<file path="src/rtl/uart_tx_arbiter.sv">
// rtl/uart_tx_arbiter.sv - round-robin arbiter sharing one UART transmitter among NREQ byte requesters
// Holds tx_newd long enough for the baud-clock domain, then waits for a done edge or a timeout.
module uart_tx_arbiter #(
  parameter int NREQ        = 4,
  parameter int DW          = 8,
  parameter int HOLD_CYC    = 120,
  parameter int TIMEOUT_CYC = 2048,
  parameter int GAP_CYC     = 0
) (
  input  logic                     clk,
  input  logic                     rst,
  input  logic [NREQ-1:0]          req,
  input  logic [NREQ*DW-1:0]       req_data,
  output logic [NREQ-1:0]          gnt,
  output logic [NREQ-1:0]          done_pulse,
  output logic [$clog2(NREQ)-1:0]  owner,
  output logic                     busy,
  output logic                     err,
  output logic                     tx_newd,
  output logic [DW-1:0]            tx_data,
  input  logic                     tx_done
);

  localparam int IW = $clog2(NREQ);
  localparam int HW = $clog2(HOLD_CYC + 1);
  localparam int TW = $clog2(TIMEOUT_CYC + 1);
  localparam int GW = (GAP_CYC > 0) ? $clog2(GAP_CYC + 1) : 1;

  localparam logic [HW-1:0] HOLD_LAST = HW'(HOLD_CYC - 1);
  localparam logic [TW-1:0] TO_LAST   = TW'(TIMEOUT_CYC - 1);
  localparam logic [TW-1:0] TO_SAT    = TW'(TIMEOUT_CYC);
  localparam logic [GW-1:0] GAP_LAST  = GW'(GAP_CYC);

  typedef enum logic [1:0] {S_IDLE, S_ISSUE, S_WAIT, S_GAP} state_t;

  state_t            state_q;
  logic [IW-1:0]     ptr_q;
  logic [IW-1:0]     owner_q;
  logic [HW-1:0]     hold_q;
  logic [TW-1:0]     to_q;
  logic [TW-1:0]     to_d;
  logic [GW-1:0]     gap_q;
  logic              done_seen_q;
  logic              tx_done_q;
  logic [NREQ-1:0]   gnt_q;
  logic [NREQ-1:0]   done_pulse_q;
  logic              busy_q;
  logic              err_q;
  logic              tx_newd_q;
  logic [DW-1:0]     tx_data_q;

  logic              win_vld;
  logic [IW-1:0]     win_idx;
  logic [IW-1:0]     cand;
  logic              done_edge;
  logic              timeout_hit;
  logic [DW-1:0]     lanes [NREQ];

  for (genvar i = 0; i < NREQ; i++) begin : g_lane
    assign lanes[i] = req_data[i*DW +: DW];
  end

  // Rotating priority search starting at ptr_q, wrapping through NREQ-1 back to 0.
  always_comb begin
    win_vld = 1'b0;
    win_idx = '0;
    cand    = '0;
    for (int k = 0; k < NREQ; k++) begin
      cand = IW'((int'(ptr_q) + k) % NREQ);
      if (!win_vld && req[cand]) begin
        win_vld = 1'b1;
        win_idx = cand;
      end
    end
  end

  assign done_edge   = tx_done & ~tx_done_q;
  assign timeout_hit = (to_q == TO_LAST);
  assign to_d        = (to_q == TO_SAT) ? to_q : to_q + 1'b1;

  always_ff @(posedge clk) begin
    if (!rst) begin
      state_q      <= S_IDLE;
      ptr_q        <= '0;
      owner_q      <= '0;
      hold_q       <= '0;
      to_q         <= '0;
      gap_q        <= '0;
      done_seen_q  <= 1'b0;
      tx_done_q    <= 1'b0;
      gnt_q        <= '0;
      done_pulse_q <= '0;
      busy_q       <= 1'b0;
      err_q        <= 1'b0;
      tx_newd_q    <= 1'b0;
      tx_data_q    <= '0;
    end else begin
      tx_done_q    <= tx_done;
      gnt_q        <= '0;
      done_pulse_q <= '0;
      to_q         <= to_d;
      case (state_q)
        S_IDLE: begin
          if (win_vld) begin
            gnt_q       <= NREQ'(1) << win_idx;
            owner_q     <= win_idx;
            tx_data_q   <= lanes[win_idx];
            tx_newd_q   <= 1'b1;
            ptr_q       <= (win_idx == IW'(NREQ - 1)) ? '0 : win_idx + 1'b1;
            hold_q      <= '0;
            to_q        <= '0;
            done_seen_q <= 1'b0;
            busy_q      <= 1'b1;
            state_q     <= S_ISSUE;
          end
        end
        S_ISSUE: begin
          if (hold_q == HOLD_LAST) begin
            tx_newd_q <= 1'b0;
            // A done edge caught during the hold completes the byte as soon as the strobe drops.
            if (done_seen_q || done_edge) begin
              done_pulse_q <= NREQ'(1) << owner_q;
              gap_q        <= '0;
              state_q      <= S_GAP;
            end else begin
              state_q <= S_WAIT;
            end
          end else begin
            hold_q <= hold_q + 1'b1;
            if (done_edge) done_seen_q <= 1'b1;
          end
        end
        S_WAIT: begin
          if (done_edge || done_seen_q) begin
            done_pulse_q <= NREQ'(1) << owner_q;
            gap_q        <= '0;
            state_q      <= S_GAP;
          end else if (timeout_hit) begin
            err_q   <= 1'b1;
            gap_q   <= '0;
            state_q <= S_GAP;
          end
        end
        S_GAP: begin
          if (gap_q == GAP_LAST) begin
            busy_q  <= 1'b0;
            state_q <= S_IDLE;
          end else begin
            gap_q <= gap_q + 1'b1;
          end
        end
        default: state_q <= S_IDLE;
      endcase
    end
  end

  assign gnt        = gnt_q;
  assign done_pulse = done_pulse_q;
  assign owner      = owner_q;
  assign busy       = busy_q;
  assign err        = err_q;
  assign tx_newd    = tx_newd_q;
  assign tx_data    = tx_data_q;

endmodule

</file>
<file path="config.mk">
export PLATFORM = sky130hd
export DESIGN_NAME = uart_tx_arbiter
export DESIGN_NICKNAME = d
export VERILOG_FILES = /design/src/rtl/uart_tx_arbiter.sv
export SDC_FILE = /design/constraint.sdc
export NUM_CORES = 1
export LEC_CHECK = 0
export ABC_AREA = 1
export BUFFER_PORTS_ARGS = -buffer_cell sky130_fd_sc_hd__buf_2
export CORE_MARGIN = 3
export CORE_UTILIZATION = 54
export DETAILED_ROUTE_END_ITERATION = 10
export HOLD_SLACK_MARGIN = 0.05
export PLACE_DENSITY = 0.8
export SYNTH_ARGS = -nofsm -noshare
export SYNTH_HDL_FRONTEND = slang
export SYNTH_SLANG_ARGS = --single-unit
</file>
<file path="constraint.sdc">
create_clock -name clk -period 2.01 [get_ports clk]
set_input_delay 0.3015 -clock clk [delete_from_list [all_inputs] [get_ports clk]]
set_output_delay 0.3015 -clock clk [all_outputs]
set_load 0.02 [all_outputs]
</file>
=== After elaboration in Yosys (flattened, before gate mapping) ===
Index checks and enable logic that the tools add are counted.

* Word-level logic and storage cells: 117
* Bits in registers: 47
* Input bits: 39
* Output and inout port bits: 21

* Multiplexer cells: 51
* Shift operators: 2
* Reductions and logical operators: 20
* Equal/unequal tests: 14
* Order comparisons: 5
* Bitwise gates (word level): 4
* $add $sub $neg: 7

{| class="wikitable"
|+ Operators by type and width
! operator !! count
|-
| two-way mux 12 bit || 3
|-
| two-way mux 1 bit || 20
|-
| two-way mux 2 bit || 10
|-
| binary-select mux 8 bit (select 2 bit) || 1
|-
| two-way mux 8 bit || 2
|-
| AND reduction 3 bit || 5
|-
| two-way mux 7 bit || 2
|-
| case mux 7 bit (2 select lines) || 1
|-
| adder 12 x 1 -> 12 bit (second input constant) || 1
|-
| equality test 12 x 11 -> 1 bit (second input constant) || 1
|-
| equality test 12 bit (second input constant) || 1
|-
| less-than comparator 2 x 3 -> 1 bit (second input constant) || 4
|-
| inequality test 2 bit (second input constant) || 6
|-
| AND reduction 4 bit || 3
|-
| binary-select mux 1 bit (select 2 bit) || 4
|-
| two-way mux 4 bit || 2
|-
| case mux 2 bit (4 select lines) || 1
|-
| case mux 4 bit (2 select lines) || 1
|-
| left shift 1 x 2 -> 4 bit (first input constant) || 2
|-
| adder 7 x 1 -> 7 bit (second input constant) || 1
|-
| equality test 7 bit (second input constant) || 1
|-
| equality test 2 bit (second input constant) || 3
|-
| case mux 1 bit (2 select lines) || 3
|-
| adder 2 x 1 -> 2 bit (second input constant) || 2
|-
| 16 further kinds || 23
|}

=== Longest topological paths before layout ===
Gate-level depths: netlist of run 1.

* Depth in word-level cells: 16
* Mapped depth: 15
* Gate-level depth less buffers: 13

=== Worst setup path before layout of run 1 ===
OpenSTA, ideal clock, no wires.

* Kind: flip-flop to flip-flop
* Start: register ptr_q[0]
* End: register tx_data_q[3] (netlist: tx_data[3])
* Arrival: 1.509 ns
* Library setup time: 0.113 ns
* Period minus slack after synthesis: 1.622 ns
* Path buffers: 2
* Stages on the path, launching flop included: 15
* Slack: 0.388 ns
* Data required time: 1.897 ns
* Cells stage by stage: dfxtp_1 > buf_6 > inv_6 > nand2_1 > nand3_1 > nand2_2 > nor2_8 > nand3_1 > inv_1 > nand2_1 > nand2_1 > buf_4 > nand3_1 > nand3_1 > nand2_1

* Word-level cells in the longest chain between the ends: 16
* Elaborated cells between the ends (all ways): 30
* Those cells by class: add/sub (3); mux (19); bitwise (1); reduce/logical (7)

{| class="wikitable"
|+ Ends and longest elaborated chain
! what !! line !! text
|-
| start, declared || 37 || <nowiki>logic [IW-1:0] ptr_q;</nowiki>
|-
| start signal, assigned || 109 || <nowiki>ptr_q <= (win_idx == IW'(NREQ - 1)) ? '0 : win_idx + 1'b1;</nowiki>
|-
| parallel branches: the longest is 16 deep, another holds adder 2 x 1 -> 2 bit || - ||
|-
| end signal, assigned || 107 || <nowiki>tx_data_q <= lanes[win_idx];</nowiki>
|-
| end, declared || 50 || <nowiki>logic [DW-1:0] tx_data_q;</nowiki>
|}

Several ways; the timed one is not identified. The select of a mux whose other input is x is not followed.
A chain may end at the register's enable or synchronous reset.

=== Worst setup path after layout of run 1 ===
* Start: register ptr_q[0]
* End: register ptr_q[1]

* Word-level cells in the longest chain between the ends: 14
* Elaborated cells between the ends (all ways): 29
* Those cells by class: add/sub (4); eq/ne (1); mux (17); reduce/logical (7)

{| class="wikitable"
|+ Ends and longest elaborated chain
! what
|-
| parallel branches: the longest is 14 deep, another holds adder 2 x 1 -> 2 bit
|}

Several ways; the timed one is not identified. The select of a mux whose other input is x is not followed.

==> summary.txt, run 1 <==
antenna viol nets, final - 0
DR DRC count - 0
CP Launch Type - register
Synthesized Nets - 417
# diodes - 0
crit path max fanout - 11
grt met1 use - 0.277
final slew viol count - 0
worst setup path end - ptr_q[1]$_SDFFE_PN0P_
crit path launch - ptr_q[0]$_SDFFE_PN0P_
min-delay worst type - input pin to register
worst r2r src - ptr_q[0]$_SDFFE_PN0P_
reg2reg end - ptr_q[1]$_SDFFE_PN0P_
core box area - 0.00447 mm2
Worst Setup Path Type - register to register
fillers - 391
Post-synth EDFFs - 0
clk buf depth - 2
sequential share of the synthesized area - 0.358
postcts setup bufs - 0
Worst EP required - 2.22 ns
actual slew at the worst max-slew pin - 0.372 ns
Placed Cells - 481
most common cell in the netlist - nand2_1
FF-to-FF setup slack - 0.17 ns
starting density of the core - 0.575
Max-Cap Viols - 0
setup violators final - 0
clock slew at reported path FFs - 0.10 ns
Yosys top cell area share - 0.358
number of DRC violations after detailed-routing iteration 0 - 159
busiest grt layer - met2
fmax - 544 MHz
cell leakage power - 1.47 nW
yosys warns - 0
first-pass GRT wire length - 10000 um
number of antenna violations at the first check in global routing - 0
worst-skew pair later-pin latency - 0.31 ns
relative slew slack - 0.750
largest net degree at the start of global routing - 19
status - finished clean
Mean Syn Cell Area - 6.96 um2
grt ovf - 0
total number of vias - 2608
htree depth - 2
cell taking the most area after synthesis - dfxtp_1
WL final - 6190 um
Finished Core Util - 0.681
CTS buffer count - 5
Sink Count - 46
WL/cell - 12.7 um
Hold Fails Final Rpt - 0
crit end category - register
Rows - 24
Synth Register Bits - 46
GP Congestion - 0.913
Netlist cell types - 36
# nets final - 483
port bufs - 59
Die Span Y - 75.0 um
layout cell share with drive strength beyond 1 - 0.227
post-cts hold buffer count - 0
I/O pins - 60
met2 Use GR - 0.389
total track usage - 0.229
fin cells - 489
clk root buf - clkbuf_8
RSZ-0062 raised after global routing - false
area grow syn2layout - 18.5%
IR Drop Worst-Case VDD - 0.616 mV
P per Cell Area - 1370 mW/mm2
Via density - 5.33
synth top area cells - dfxtp_1, nand2_1, nand3_1
fin crit period - 1.84 ns
vias in the first global route - 2425
critical path data arrival time - 2.04 ns
dpl hpwl - 4800 um
Die ar. - 0.00563 mm2
Tcrit/Tclk final - 0.914
Most used DFF post-synth - dfxtp_1
Mapped Cells - 370
Post-synth top cells - nand2_1, dfxtp_1, nand3_1
Die W - 75.0 um
path depth of the worst reg2reg path - 12
Synth Cell Area - 0.00257 mm2
final setup TNS - 0 ns
met3 usage - 0.0454
skew final - 0.00946 ns
CTS tree - done
ys async rst share - 0
first-pass iteration count of the detailed router - 5
-- metal layers --
layer | routed length (um) | share of wire | up-vias
met5 | 0 | 0 | -
met4 | 99 | 0.016 | 0
met3 | 392 | 0.063 | 8
met2 | 2960 | 0.48 | 78
met1 | 2740 | 0.44 | 1162
li1 | - | - | 1360
-- cell families after synthesis --
group / count (synthesis) / synth area share
adder cells (fa/ha/maj): 8 / 0.0389
AO/OA/AOI/OAI: 30 / 0.0671
AND/OR/NAND/NOR: 229 / 0.421
buffers and inverters: 47 / 0.0812
XOR/XNOR: 10 / 0.0340
flip-flops: 46 / 0.358
-- report_power, final --
group / total [mW] / switching, mW / internal, mW
clock network: 0.593 / 0.342 / 0.251
registers: 1.24 / 0.138 / 1.10
logic: 2.34 / 1.57 / 0.771
-- worst max-delay path, stage by stage, from the launching register on --
cell	delay, ns
dfxtp_4	0.40
inv_6	0.10
nand2_1	0.08
nand3_1	0.11
nand2_2	0.12
nor2_8	0.17
nand3_1	0.10
inv_1	0.08
nand2_1	0.06
nand2_2	0.18
nand2_1	0.11
o21ai_0	0.15
nor2_1	0.06
-- stage by stage --
step	power (mW)	area [um2]	setup slack, ns	hold WS (ns)
global placement	3.52	2940	0.0149	0.443
finish	4.17	3050	0.173	0.193
floorplan	3.03	2570	0.388	0.399
global route	4.52	3050	0.0139	0.221
CTS	4.17	3040	0.0302	0.184
detailed placement	3.56	2940	-0.0977	0.445
-- how the worst min path moves through the flow --
stage                                    to  cells past startpoint                    start
CTS                    tx_done_q$_SDFF_PN0_                      3                  tx_done
finish                 tx_done_q$_SDFF_PN0_                      3                  tx_done
detailed placement  tx_data[5]$_SDFFE_PN0P_                      2  tx_data[5]$_SDFFE_PN0P_
global placement    tx_data[7]$_SDFFE_PN0P_                      2  tx_data[7]$_SDFFE_PN0P_
floorplan              tx_done_q$_SDFF_PN0_                      2                  tx_done
global route           tx_done_q$_SDFF_PN0_                      3                  tx_done
-- area by class of cell --
| cell class | instances | area, um2 | area share |
|---|---|---|---|
| Clock buffer | 5 | 68.8 | 0.0226 |
| Clock inverter | 3 | 25.0 | 0.00821 |
| Inverter | 38 | 148 | 0.0484 |
| Multi-Input combinational cell | 277 | 1450 | 0.477 |
| Sequential cell | 46 | 926 | 0.304 |
| Tap cell | 52 | 65.1 | 0.0213 |
| Timing Repair Buffer | 68 | 363 | 0.119 |
-- layout by cell type, fill, tap and decap left out, types with 3 or more instances in the layout --
cell type  synthesis  routed
dfxtp_1           46      44
nor2_1            31      31
nand2_2            7       9
xor2_1             7       7
nand4_1           23      23
buf_2              4      59
nand3_1           41      41
nor3_1             8       8
ha_1               8       8
a21oi_1           11      11
buf_4              2       9
o21ai_0            8       8
nand2_1          106     104
clkbuf_8           0       5
xnor2_1            3       3
o21ai_1            3       3
nor4_1             3       3
inv_1             34      34
-- flip-flops by register name, indices dropped and copies added, names as in the netlist --
| register | count |
|---|---|
| ptr_q | 2 |
| state_q | 2 |
| hold_q | 7 |
| err | 1 |
| gnt | 4 |
| busy | 1 |
| owner | 2 |
| done_pulse | 4 |
| tx_data | 8 |
| tx_done_q | 1 |
| to_q | 12 |
| done_seen_q | 1 |
| tx_newd | 1 |
-- repair_timing --
action | 4_1_cts | 5_1_grt
setup endpoints to repair | 12 | 17
resized for setup | 2 | 4
gates cloned | 0 | 0
No activity file was read; power rests on OpenSTA's default activity.
==> run 2, diff against run 1 <==
- REMOVE_ABC_BUFFERS: not set -> 1
==> run 2 against run 1 <==
Largest power group unchanged. Largest cell class unchanged. Routed wire length decreased by 3.9%. Cell count stayed put. Worst hold slack gained 0.013 ns. Fmax grew 1.7%. Via count rose by 1.0%. First-iteration DRC count increased by 62%. Core utilization decreased by 0.22 points. Sequential share of layout area rose by 0.10 points.
==> summary.txt, run 2 (synthesis gave the netlist of run 1 again) <==
Die Span Y - 75.0 um (unchanged)
FF-to-FF setup slack - 0.20 ns (+0.03 ns)
CP Launch Type - register
total track usage - 0.216 (-0.0132)
total number of vias - 2634 (+1.0%)
hold wc startpoint - tx_done
Tcrit/Tclk final - 0.898 (-0.0156)
P per Cell Area - 1350 mW/mm2 (-1.1%)
DR DRC count - 0 (unchanged)
setup violators final - 0 (unchanged)
CTS tree - done
WL/cell - 12.2 um (-3.9%)
fmax - 554 MHz (+1.7%)
crit end category - register
actual slew at the worst max-slew pin - 0.411 ns (+0.0389 ns)
crit path launch - ptr_q[0]$_SDFFE_PN0P_
Rows - 24 (unchanged)
area grow syn2layout - 18.1%
Internal - 2.14 mW (+1.0%)
Die ar. - 0.00563 mm2 (unchanged)
sequential power share - 0.298 (about the same)
final slew viol count - 0 (unchanged)
# diodes - 0 (unchanged)
most common cell after layout, fill and taps aside - nand2_1
Hold Fails Final Rpt - 0 (unchanged)
first-pass iteration count of the detailed router - 5 (unchanged)
fin crit period - 1.81 ns (-0.0313 ns)
WL final - 5950 um (-3.9%)
dpl hpwl - 4440 um (-7.4%)
critical path data arrival time - 2.04 ns (about the same)
number of DRC violations after detailed-routing iteration 0 - 257 (+62%)
clock share of power - 0.143 (about the same)
hold slack - 0.206 ns (+0.0130 ns)
Max-Cap Viols - 0 (unchanged)
Design Power - 4.11 mW (-1.4%)
reg2reg end - gnt[0]$_SDFF_PP0_
clk buf depth - 2 (unchanged)
CP Cell Sequence - inv_6 > nand2_1 > nand3_1 > nand2_1 > inv_1 > nand3_4 > nand2_4 > nor2_2 > nand2_1 > nor2_1
final setup TNS - 0 ns (unchanged)
# nets final - 483 (unchanged)
fillers - 396 (+1.3%)
postcts setup bufs - 0 (unchanged)
Finished Core Util - 0.679 (-0.00224)
clock slew at reported path FFs - 0.08 ns (-0.02 ns)
IR Drop Worst-Case VDD - 0.788 mV (+28%)
crit path max fanout - 10 (-1)
grt ovf - 0 (unchanged)
I/O pins - 60 (unchanged)
worst-skew pair later-pin latency - 0.30 ns (about the same)
status - finished clean
worst setup path end - gnt[0]$_SDFF_PP0_
Via density - 5.39 (+1.0%)
layout cell share with drive strength beyond 1 - 0.222 (-0.00458)
worst r2r src - ptr_q[0]$_SDFFE_PN0P_
slowest cell delay on critical path - 0.42 ns (+0.02 ns)
RSZ-0062 raised after global routing - false
clk root buf - clkbuf_8
Worst EP required - 2.25 ns (+0.03 ns)
max reg flops - 12 (unchanged)
GP Congestion - 0.944 (+3.3%)
Logic pwr share - 0.558 (-0.003)
min-delay worst type - input pin to register
CTS buffer count - 5 (unchanged)
first-pass GRT wire length - 9500 um (-5.2%)
most used cell, CP - nand2_1
vias in the first global route - 2226 (-8.2%)
cell leakage power - 1.48 nW (+0.15%)
sw frac - 0.479 (-0.0125)
DP Worst Slack - 0.0193 ns (+0.117 ns)
antenna viol nets, final - 0 (unchanged)
relative slew slack - 0.724 (-0.0262)
commonest cells after routing, fill and taps aside - nand2_1, buf_2, dfxtp_1
Die W - 75.0 um (unchanged)
largest net degree at the start of global routing - 19 (unchanged)
Largest Register - to_q
Sink Count - 46 (unchanged)
Worst Setup Path Type - register to register
port bufs - 59 (unchanged)
Setup WS post-layout - 0.204 ns (+0.0313 ns)
core box area - 0.00447 mm2 (unchanged)
net switching power - 1.97 mW (-3.9%)
skew final - 0.00275 ns (-0.00671 ns)
path depth of the worst reg2reg path - 10 (-2)
starting density of the core - 0.575 (unchanged)
number of antenna violations at the first check in global routing - 0 (unchanged)
crit path max-delay cell type - dfxtp_4
htree depth - 2 (unchanged)
==> run 2: what timing repair did <==
item                                    CTS  global route
endpoints found under the setup margin    0            26
hold buffers                              0             0
gates resized for setup                   0             4
==> run 2: worst max-delay path, delay by kind of cell (launching register included) <==
kind                   cells  cell delay, ns
DFF                        1            0.42
and+or+nand+nor            8            1.14
buffers and inverters      2            0.18
==> run 2: area by class of cell <==
class                      instances  area (um2)  area share
clock buffer                       7        86.3      0.0284
clock inverter                     1        5.00     0.00165
timing repair buffer              68         363       0.119
sequential                        46         926       0.305
tap                               52        65.1      0.0214
multi-input combinational        277        1450       0.476
inverter                          38         148      0.0486
==> run 2: how the worst min path moves through the flow <==
stage                                          to  depth (start not counted)  slack [ns]
after CTS                    tx_done_q$_SDFF_PN0_                          3        0.20
after detailed placement  tx_data[7]$_SDFFE_PN0P_                          2        0.44
after global placement    tx_data[5]$_SDFFE_PN0P_                          2        0.44
after global routing         tx_done_q$_SDFF_PN0_                          3        0.23
after floorplan              tx_done_q$_SDFF_PN0_                          2        0.39
final                        tx_done_q$_SDFF_PN0_                          3        0.21
==> run 2: through the flow <==
stage | instance area [um2] | instances
floorplan | 2510 | 361
global route | 3040 | 489
CTS | 3030 | 489
detailed placement | 2940 | 481
finish | 3040 | 489
global placement | 2940 | 481
==> run 2: power groups by stage <==
| stage | combinational (mW) | sequential, mW | clock, mW |
|---|---|---|---|
| final | 2.30 | 1.23 | 0.589 |
| after global routing | 2.60 | 1.25 | 0.642 |
| after CTS | 2.28 | 1.22 | 0.604 |
| after detailed placement | 2.27 | 1.24 | 0 |
| after global placement | 2.25 | 1.24 | 0 |
| after floorplan | 1.52 | 1.37 | 0 |
==> run 2: layer usage <==
metal	up-vias	wire (um)	share of wire	global-route usage
met3	10	388	0.065	0.0534
met5	-	0	0	0
met1	1175	2670	0.45	0.277
li1	1353	-	-	-
met2	96	2800	0.47	0.351
met4	0	93	0.016	0.0830
